### config.mk
export PLATFORM = sky130hd
export DESIGN_NAME = cpu_control_sequencer
export DESIGN_NICKNAME = d
export VERILOG_FILES = /design/src/rtl/cpu_control_sequencer.sv
export SDC_FILE = /design/constraint.sdc
export NUM_CORES = 1
export LEC_CHECK = 0
export CAP_MARGIN = 40
export CORE_ASPECT_RATIO = 1.4
export CORE_MARGIN = 2
export CORE_UTILIZATION = 51
export CTS_BUF_LIST = sky130_fd_sc_hd__clkbuf_4
export CTS_CLUSTER_DIAMETER = 50
export CTS_CLUSTER_SIZE = 40
export DETAILED_ROUTE_END_ITERATION = 8
export PLACE_DENSITY = 0.82
export SETUP_SLACK_MARGIN = 0.02
export SYNTH_ARGS = -nofsm -noshare
export SYNTH_HDL_FRONTEND = slang
export SYNTH_SLANG_ARGS = --single-unit
### constraint.sdc
create_clock -name clk -period 2.2 [get_ports clk]
set_input_delay 0.33 -clock clk [delete_from_list [all_inputs] [get_ports clk]]
set_output_delay 0.33 -clock clk [all_outputs]
set_load 0.05 [all_outputs]
### src/rtl/cpu_control_sequencer.sv
// cpu_control_sequencer: multi-cycle fetch/decode/execute control for the
// accumulator processor. The state register, latched opcode/z and the
// retired-instruction counter are registered. All control outputs are decoded
// combinationally from the current state, the latched opcode/z, z_flag and
// mem_ready, so the decoders, the ALU and the memory handshake see them in the
// same cycle.
module cpu_control_sequencer #(
    parameter int CNT_W = 16
) (
    input  logic             clk,
    input  logic             reset,
    input  logic             start,
    input  logic [3:0]       opcode,
    input  logic             z_flag,
    input  logic             mem_ready,
    output logic [2:0]       write_sel,
    output logic             write_en,
    output logic [2:0]       inc_sel,
    output logic             inc_en,
    output logic [2:0]       bus_sel,
    output logic [1:0]       alu_op,
    output logic             mem_read,
    output logic             mem_write,
    output logic             busy,
    output logic             halted,
    output logic             illegal,
    output logic             instr_done,
    output logic [CNT_W-1:0] instr_count
);

    typedef enum logic [3:0] {
        S_IDLE   = 4'd0,
        S_F1     = 4'd1,
        S_F2     = 4'd2,
        S_F3     = 4'd3,
        S_DECODE = 4'd4,
        S_EX1    = 4'd5,
        S_EX2    = 4'd6,
        S_EX3    = 4'd7,
        S_HALT   = 4'd8
    } state_t;

    // Register codes shared by write_sel and inc_sel
    localparam logic [2:0] R_AC   = 3'd0;
    localparam logic [2:0] R_AR   = 3'd1;
    localparam logic [2:0] R_DR   = 3'd2;
    localparam logic [2:0] R_IR   = 3'd3;
    localparam logic [2:0] R_PC   = 3'd4;
    localparam logic [2:0] R_NONE = 3'd7;

    // Bus source codes
    localparam logic [2:0] B_NONE = 3'd0;
    localparam logic [2:0] B_PC   = 3'd2;
    localparam logic [2:0] B_DR   = 3'd3;
    localparam logic [2:0] B_AC   = 3'd4;
    localparam logic [2:0] B_IR   = 3'd5;
    localparam logic [2:0] B_MEM  = 3'd7;

    // ALU operations
    localparam logic [1:0] A_PASS = 2'd0;
    localparam logic [1:0] A_ADD  = 2'd1;
    localparam logic [1:0] A_SUB  = 2'd2;
    localparam logic [1:0] A_CLR  = 2'd3;

    // Opcodes
    localparam logic [3:0] OP_NOP   = 4'h0;
    localparam logic [3:0] OP_LOAD  = 4'h1;
    localparam logic [3:0] OP_STORE = 4'h2;
    localparam logic [3:0] OP_ADD   = 4'h3;
    localparam logic [3:0] OP_SUB   = 4'h4;
    localparam logic [3:0] OP_JMP   = 4'h5;
    localparam logic [3:0] OP_JZ    = 4'h6;
    localparam logic [3:0] OP_INAC  = 4'h7;
    localparam logic [3:0] OP_CLAC  = 4'h8;
    localparam logic [3:0] OP_HALT  = 4'hF;

    state_t           state_q, state_d;
    logic [3:0]       op_q, op_d;
    logic             z_q, z_d;
    logic [CNT_W-1:0] cnt_q, cnt_d;

    // State, latched opcode/z and retired counter; synchronous reset
    always_ff @(posedge clk) begin
        if (reset) begin
            state_q <= S_IDLE;
            op_q    <= 4'd0;
            z_q     <= 1'b0;
            cnt_q   <= '0;
        end else begin
            state_q <= state_d;
            op_q    <= op_d;
            z_q     <= z_d;
            cnt_q   <= cnt_d;
        end
    end

    // Next-state and control-output decode; everything defaults to idle values
    always_comb begin
        state_d    = state_q;
        op_d       = op_q;
        z_d        = z_q;
        write_sel  = R_NONE;
        write_en   = 1'b0;
        inc_sel    = R_NONE;
        inc_en     = 1'b0;
        bus_sel    = B_NONE;
        alu_op     = A_PASS;
        mem_read   = 1'b0;
        mem_write  = 1'b0;
        illegal    = 1'b0;
        instr_done = 1'b0;

        case (state_q)
            S_IDLE: begin
                if (start) state_d = S_F1;
                else       state_d = S_IDLE;
            end
            S_F1: begin
                bus_sel   = B_PC;
                write_sel = R_AR;
                write_en  = 1'b1;
                state_d   = S_F2;
            end
            S_F2: begin
                // Strobe, bus and destinations hold steady while memory waits
                mem_read  = 1'b1;
                bus_sel   = B_MEM;
                write_sel = R_DR;
                write_en  = mem_ready;
                inc_sel   = R_PC;
                inc_en    = mem_ready;
                if (mem_ready) state_d = S_F3;
                else           state_d = S_F2;
            end
            S_F3: begin
                bus_sel   = B_DR;
                write_sel = R_IR;
                write_en  = 1'b1;
                state_d   = S_DECODE;
            end
            S_DECODE: begin
                op_d = opcode;
                if (opcode == OP_JZ) z_d = z_flag;
                else                 z_d = z_q;
                case (opcode)
                    OP_NOP: begin
                        instr_done = 1'b1;
                        state_d    = S_F1;
                    end
                    OP_LOAD, OP_STORE, OP_ADD, OP_SUB, OP_JMP,
                    OP_JZ, OP_INAC, OP_CLAC, OP_HALT: begin
                        state_d = S_EX1;
                    end
                    default: begin
                        // Unassigned opcode: flag it and retire as a NOP
                        illegal    = 1'b1;
                        instr_done = 1'b1;
                        state_d    = S_F1;
                    end
                endcase
            end
            S_EX1: begin
                case (op_q)
                    OP_LOAD, OP_STORE, OP_ADD, OP_SUB: begin
                        bus_sel   = B_IR;
                        write_sel = R_AR;
                        write_en  = 1'b1;
                        state_d   = S_EX2;
                    end
                    OP_JMP: begin
                        bus_sel    = B_IR;
                        write_sel  = R_PC;
                        write_en   = 1'b1;
                        instr_done = 1'b1;
                        state_d    = S_F1;
                    end
                    OP_JZ: begin
                        if (z_q) begin
                            bus_sel   = B_IR;
                            write_sel = R_PC;
                            write_en  = 1'b1;
                        end else begin
                            bus_sel   = B_NONE;
                        end
                        instr_done = 1'b1;
                        state_d    = S_F1;
                    end
                    OP_INAC: begin
                        inc_sel    = R_AC;
                        inc_en     = 1'b1;
                        instr_done = 1'b1;
                        state_d    = S_F1;
                    end
                    OP_CLAC: begin
                        write_sel  = R_AC;
                        write_en   = 1'b1;
                        alu_op     = A_CLR;
                        instr_done = 1'b1;
                        state_d    = S_F1;
                    end
                    OP_HALT: begin
                        instr_done = 1'b1;
                        state_d    = S_HALT;
                    end
                    default: begin
                        instr_done = 1'b1;
                        state_d    = S_F1;
                    end
                endcase
            end
            S_EX2: begin
                case (op_q)
                    OP_LOAD, OP_ADD, OP_SUB: begin
                        mem_read  = 1'b1;
                        bus_sel   = B_MEM;
                        write_sel = R_DR;
                        write_en  = mem_ready;
                        if (mem_ready) state_d = S_EX3;
                        else           state_d = S_EX2;
                    end
                    OP_STORE: begin
                        bus_sel   = B_AC;
                        write_sel = R_DR;
                        write_en  = 1'b1;
                        state_d   = S_EX3;
                    end
                    default: state_d = S_F1;
                endcase
            end
            S_EX3: begin
                case (op_q)
                    OP_LOAD, OP_ADD, OP_SUB: begin
                        bus_sel    = B_DR;
                        write_sel  = R_AC;
                        write_en   = 1'b1;
                        if (op_q == OP_ADD)      alu_op = A_ADD;
                        else if (op_q == OP_SUB) alu_op = A_SUB;
                        else                     alu_op = A_PASS;
                        instr_done = 1'b1;
                        state_d    = S_F1;
                    end
                    OP_STORE: begin
                        mem_write  = 1'b1;
                        bus_sel    = B_DR;
                        instr_done = mem_ready;
                        if (mem_ready) state_d = S_F1;
                        else           state_d = S_EX3;
                    end
                    default: state_d = S_F1;
                endcase
            end
            S_HALT: begin
                state_d = S_HALT;
            end
            default: begin
                state_d = S_IDLE;
            end
        endcase

        // Retired count advances on the edge that closes an instruction
        if (instr_done) cnt_d = cnt_q + CNT_W'(1);
        else            cnt_d = cnt_q;
    end

    assign busy        = (state_q != S_IDLE) && (state_q != S_HALT);
    assign halted      = (state_q == S_HALT);
    assign instr_count = cnt_q;

endmodule

==> impl_results.md <==
- Outcome: finished, violations left
- Violated checks: negative setup slack
- Slew @ Worst Pin: 0.604 ns
- Synth top cells by count: nand2_1, nor2_1, dfxtp_1
- Router iterations before antenna repair: 4
- Post-synthesis sequential area ratio: 28.4%
- Cell count after synthesis: 238
- Core Box Area: 0.00335 mm^2
- CTS buffer count: 3
- WP data required: 1.87 ns
- Worst Hold Slack: 0.511 ns
- Die Footprint: 0.00394 mm^2
- Final nets: 321
- Leakage: 0.000994 uW
- H-tree Lvls: 1
- Synth unique cells: 53
- Yosys top cell by area: dfxtp_1
- Max_slew headroom: roughly three fifths
- Max frequency: around 420 MHz
- Clk sinks: 25
- Vias per Instance: 6.19
- Largest net degree at the start of global routing: 19
- DP HPWL: roughly 3800 um
- Pins Over Slew Limit: 0
- Cell Rows: 25
- Antenna cells: 0
- Vias: about 2200
- Mean cell area of the mapped netlist: about 7.4 um^2
- Die width: 53.6 um
- Fin. Hold Viols: 0
- Clk_lat worst skew: 0.33 ns
- RSZ-0062 raised after global routing: true
- GRT overflow: 0
- Clock transition at path regs: 0.15 ns
- Utilization after layout: 83.5%
- Mapped Area: 0.00176 mm^2
- Synthesis-to-finish area growth: 58.8%
- Ranking of synthesized cells by area: dfxtp_1, a21oi_1, nand2_1
- Routability congestion estimate: 0.887
- Port bufs: 43
- CTS tree: yes
- CP Capture Type: output port
- Initial Util: 52.6%
- Startpoint types: register
- Yosys top cell area share: 28.4%
- Post-Syn Nets: 248
- DR WL/cell: 17.0 um
- Setup violations, final: 8
- Yosys Warn Count: 0
- Crit path time final: 2.37 ns
- Top-count cell post-synth: nand2_1
- Setup ws final: -0.174 ns
- Hold Crit Class: reg2reg
- Total wire length: 5960 um
- Clk_skew: roughly 0.017 ns
- Worst EP arrival: around 2.0 ns
- CP Max Fanout: 6
- Post-Place Setup Slack: -0.171 ns
- Post-synth EDFFs: 0
- Ys async rst share: 0%
- Total track usage: 26.6%
- Crit Path Class: reg2out
- Die height: 73.5 um
- # DRC: 0
- Final worst-path cycle share: 108%
- Number of global-route vias before repair: 1921
- Ys flop type: dfxtp_1
- # IOs: 44
- Share of cells above drive strength 1: 31.9%
- Antenna violations before repair: 0
- VDD IR-drop max: 447 uV
- CTS Hold Bufs: 0
- Fill cells: between 150 and 200
- First-pass GRT wire length: 8030 um
- Yosys reg bits: 25
- Pwr per Cell Area: between 400 and 500 mW/mm^2
- # Max-Cap Violations: 0
- Clock buffer depth: 2
- Antenna viol nets, final: 0
- Total power: 1130 uW
- Clk Tree Root Cell: clkbuf_4
- 1st-iter DRT viols: 86
==> power breakdown <==
part	switching [uW]	internal, uW	leakage (uW)
Combinational	262	184	0.000770
Clock	143	68.1	0.0000177
Sequential	13.0	457	0.000206
==> state kept, by name, summed over array words and instances (netlist names) <==
name / cells
op_q: 4
z_q: 1
state_q: 4
instr_count: 16
==> critical path: stages (launching register included) <==
cell	delay, ns
dfxtp_4	0.41
or3b_4	0.42
a21oi_4	0.19
and3b_2	0.26
o22a_1	0.20
nor2_4	0.11
buf_12	0.14
==> cells by family after synthesis <==
group	synth area share, %
multiplexers	1.99
adder cells (fa/ha/maj)	0.711
XOR/XNOR	2.49
flip-flops	28.4
AND/OR/NAND/NOR	32.6
buffers and inverters	5.97
AO/OA/AOI/OAI	27.7
==> worst paths after layout <==
path	to	slack, ns	start	depth (start not counted)
worst min register to register	instr_count[13]$_SDFFE_PP0P_	0.51	instr_count[13]$_SDFFE_PP0P_	2
worst min-delay path	instr_count[13]$_SDFFE_PP0P_	0.51	instr_count[13]$_SDFFE_PP0P_	2
worst max-delay path	bus_sel[1]	-0.17	op_q[0]$_SDFFE_PP0P_	6
worst max register to register	instr_count[6]$_SDFFE_PP0P_	0.11	op_q[0]$_SDFFE_PP0P_	7
==> stage by stage <==
step / std cells / instance area (um^2) / TNS (ns)
floorplan: 238 / 1790 / -0.257
global route: 350 / 2790 / -1.61
CTS: 344 / 2650 / -0.897
global placement: 335 / 2510 / -1.40
detailed placement: 335 / 2510 / -1.76
finish: 350 / 2790 / -0.870
==> layout make-up <==
type	instances	area, um^2	share of cell area [%]
clock buffers	3	22.5	0.806
inverters	10	37.5	1.34
flip-flops and latches	25	517	18.5
repair buffers	81	843	30.2
clock inverters	1	5.00	0.179
multi-input cells	190	1320	47.2
well taps	40	50.0	1.79
==> repair_timing <==
action                     4_1_cts  5_1_grt
gates resized for setup         20       23
pin swaps                        4        5
setup endpoints to repair       19       18
gates cloned                     0        0
hold endpoints to repair         0        0
setup buffers                    5        6
==> per-layer routing <==
layer / routed length, um / track usage, % / part of all wire, % / vias up
met4: 216 / 12.8 / 3.6 / 0
met1: 2210 / 26.6 / 37 / 1026
li1: - / - / - / 1020
met3: 280 / 2.85 / 4.7 / 26
met2: 3250 / 51.7 / 55 / 93
met5: 0 / 0 / 0 / -
==> cell usage in the layout (no fill, tap or decap), drive strengths merged, types with 6 or more instances in the layout <==
master	instances
a21oi	23
a31oi	6
buf	55
clkdlybuf4s50	24
dfxtp	25
inv	10
nand2	28
nand2b	6
nor2	26
nor3	7
o21ai	16
or3	11
Power figures use the tool's default switching activity.
